File: src/rtl/lfsr_err_popcnt.sv
// Combinational population count of a mismatch vector (received ^ expected).
// Used only when per-bit error accounting is built in (LFSR_CHK_BITERR_EN).
module lfsr_err_popcnt #(
    parameter int WIDTH = 8,
    parameter int CNT_W = $clog2(WIDTH + 1)
) (
    input  logic [WIDTH-1:0] i_diff,
    output logic [CNT_W-1:0] o_count
);

    // Sum the set bits of the difference vector.
    always_comb begin
        o_count = '0;
        for (int i = 0; i < WIDTH; i++) begin
            o_count = o_count + CNT_W'(i_diff[i]);
        end
    end

endmodule

File: config.mk
export PLATFORM = sky130hd
export DESIGN_NAME = lfsr_err_popcnt
export DESIGN_NICKNAME = d
export VERILOG_FILES = /design/src/rtl/lfsr_err_popcnt.sv
export SDC_FILE = /design/constraint.sdc
export NUM_CORES = 1
export LEC_CHECK = 0
export ABC_AREA = 1
export CAP_MARGIN = 30
export CORE_AREA = 2 2 39 41
export DETAILED_ROUTE_END_ITERATION = 16
export DIE_AREA = 0 0 41 43
export GPL_TIMING_DRIVEN = 1
export MAX_ROUTING_LAYER = met4
export PLACE_DENSITY_LB_ADDON = 0.2
export SLEW_MARGIN = 5
export SYNTH_ARGS = -nofsm -noshare
export SYNTH_HDL_FRONTEND = slang
export SYNTH_SLANG_ARGS = --single-unit
File: constraint.sdc
create_clock -name vclk -period 5.5
set_input_delay 1.65 -clock vclk [all_inputs]
set_output_delay 1.65 -clock vclk [all_outputs]
set_load 0.05 [all_outputs]
==> results_dict.tcl <==
set metrics [dict create \
    rsz0062_at_grt "yes" \
    grt_use_met3 0 \
    synth_common_cells "16 x inv_1, 5 x nand2_1, 4 x fa_1" \
    fin_crit_sh 1.06 \
    finalPower_uw 151 \
    nets 61 \
    hold_violations 0 \
    synthTopCellsByArea "fa_1 40%, inv_1 30%, ha_1 19%" \
    dr.pass1.iters 4 \
    hold_path.class "primary input to primary output" \
    synth_seq_area_share 0 \
    grt.total_usage 0.0524 \
    core.rowCount 14 \
    synth.most_common_cell "inv_1" \
    wl_per_cell_um 6.15 \
    die_width_um 41 \
    nClkBuffers 0 \
    worstPathCellList "buf_6 > inv_2 > fa_1 > fa_1 > fa_1 > inv_2 > ha_4 > inv_2 > fa_2 > clkinvlp_4 > buf_12" \
    start_util 0.146 \
    place_ws_ns -0.869 \
    drv_slew 0 \
    cp-end-kind "primary output" \
    grt_use_met2 0.100 \
    crit_buf_inv 6 \
    yosys_warnings 0 \
    slew_headroom 0.900 \
    arrival_ns 4.18 \
    fin_crit_ns 5.83 \
    diodes 0 \
    crit_slowest_cell "fa_1" \
    fmax_ghz 0.172 \
    pin_count 12 \
    crit_path_max_incr_delay_ns 0.54 \
    drv_cap 0 \
    grt_max_degree 5 \
    nFlopsAndLatches 0 \
    syn_to_final_growth_pct 122 \
    postRouteAntennaNets 0 \
    tightestPinTransition_ns 0.150 \
    critPathRequiredTime_ns 3.85 \
    gp_congestion 0.633 \
    drt_wl_total_um 369 \
    multiInputGateArea_um2 169 \
    area.sequential_um2 0 \
    drc_errors 0 \
    grt_first_pass_wirelength_um 696 \
    grtUsageMet1 0.0609 \
    synth_area_per_cell_um2 6.95 \
    synth_top_area_share 0.398 \
    die-area_um2 1760 \
    yosys.cell_types.count 5 \
    postSynthCellCount 29 \
    drive_above_1_share 0.523 \
    syn-cell-area_um2 201 \
    syn-num-nets 44 \
    start_kind "primary input" \
    die_h_um 43 \
    antenna_found_initial 0 \
    core-area_um2 1380 \
    outcome "finished, violations left" \
    dp_hpwl_um 327 \
    yosysTopAreaCell "fa_1" \
    n_fill_cell 149 \
    worstPathMaxFanout 2 \
    violations "negative setup slack" \
    setup-tns-final_ns -0.577 \
    setup_ws_ns -0.330 \
    setup_viol_count_final 3 \
    cp_top_family "adder cells" \
    grt_pass1_vias 191 \
    worstSetupPathType "primary input to primary output" \
    viasPerCell 3.45 \
    leakagePower_uw 0.000229 \
    grt.busiest_layer "met2" \
    p_per_area_nw_per_um2 337 \
    io_buffers 12 \
    timing.hold.ws_ns 4.09 \
    ir_drop_mv 0.106 \
    drt_iter0_drc 2 \
    grt.overflow.total 0 \
    vias 207 \
]
metal layers:
| metal | wire length, um | vias up |
|---|---|---|
| met4 | 0 | 0 |
| met2 | 199 | 5 |
| met3 | 30 | 0 |
| met1 | 139 | 97 |
| met5 | 0 | - |
| li1 | - | 105 |
through the flow:
| step | cell area, um2 | utilization | cells |
|---|---|---|---|
| floorplan | 218 | - | 29 |
| global placement | 413 | 0.298 | 59 |
| detailed placement | 413 | 0.298 | 59 |
| CTS | 432 | 0.312 | 59 |
| global route | 448 | 0.324 | 60 |
| finish | 448 | 0.324 | 60 |
cells by family after synthesis:
| kind of cell | after synthesis | share of synthesized area |
|---|---|---|
| buffers and inverters | 16 | 0.298 |
| adder cells (fa/ha/maj) | 7 | 0.584 |
| AND/OR/NAND/NOR | 6 | 0.118 |
final timing paths:
kind | cells past startpoint | slack (ns) | to | from
setup / recovery | 11 | -0.33 | o_count[1] | i_diff[1]
hold / removal | 3 | 4.09 | o_count[0] | i_diff[2]
final cells by class:
class / count / share of cell area
Tap cell: 16 / 0.0447
Multi-Input combinational cell: 13 / 0.377
Inverter: 16 / 0.159
Timing Repair Buffer: 15 / 0.419
timing repair:
item	in CTS	in global routing
pin swaps	6	7
setup endpoints to repair	4	3
gates resized for setup	19	5
hold buffers	0	0
setup buffers	0	1
power by group:
part	internal [uW]	switching (uW)	leakage, uW
Sequential	0	0	0
Clock	0	0	0
Combinational	75.2	75.6	0.000229
placed cells by master (no fill, tap or decap):
cell / count
clkinvlp_4: 1
inv_8: 1
nand2_1: 2
ha_4: 1
inv_2: 5
clkdlybuf4s50_1: 5
buf_12: 4
buf_4: 2
fa_2: 1
nand2_2: 3
inv_1: 9
buf_2: 1
nand3_2: 1
buf_6: 2
ha_1: 2
buf_8: 1
fa_1: 3
(Power assumes the default switching activity.)
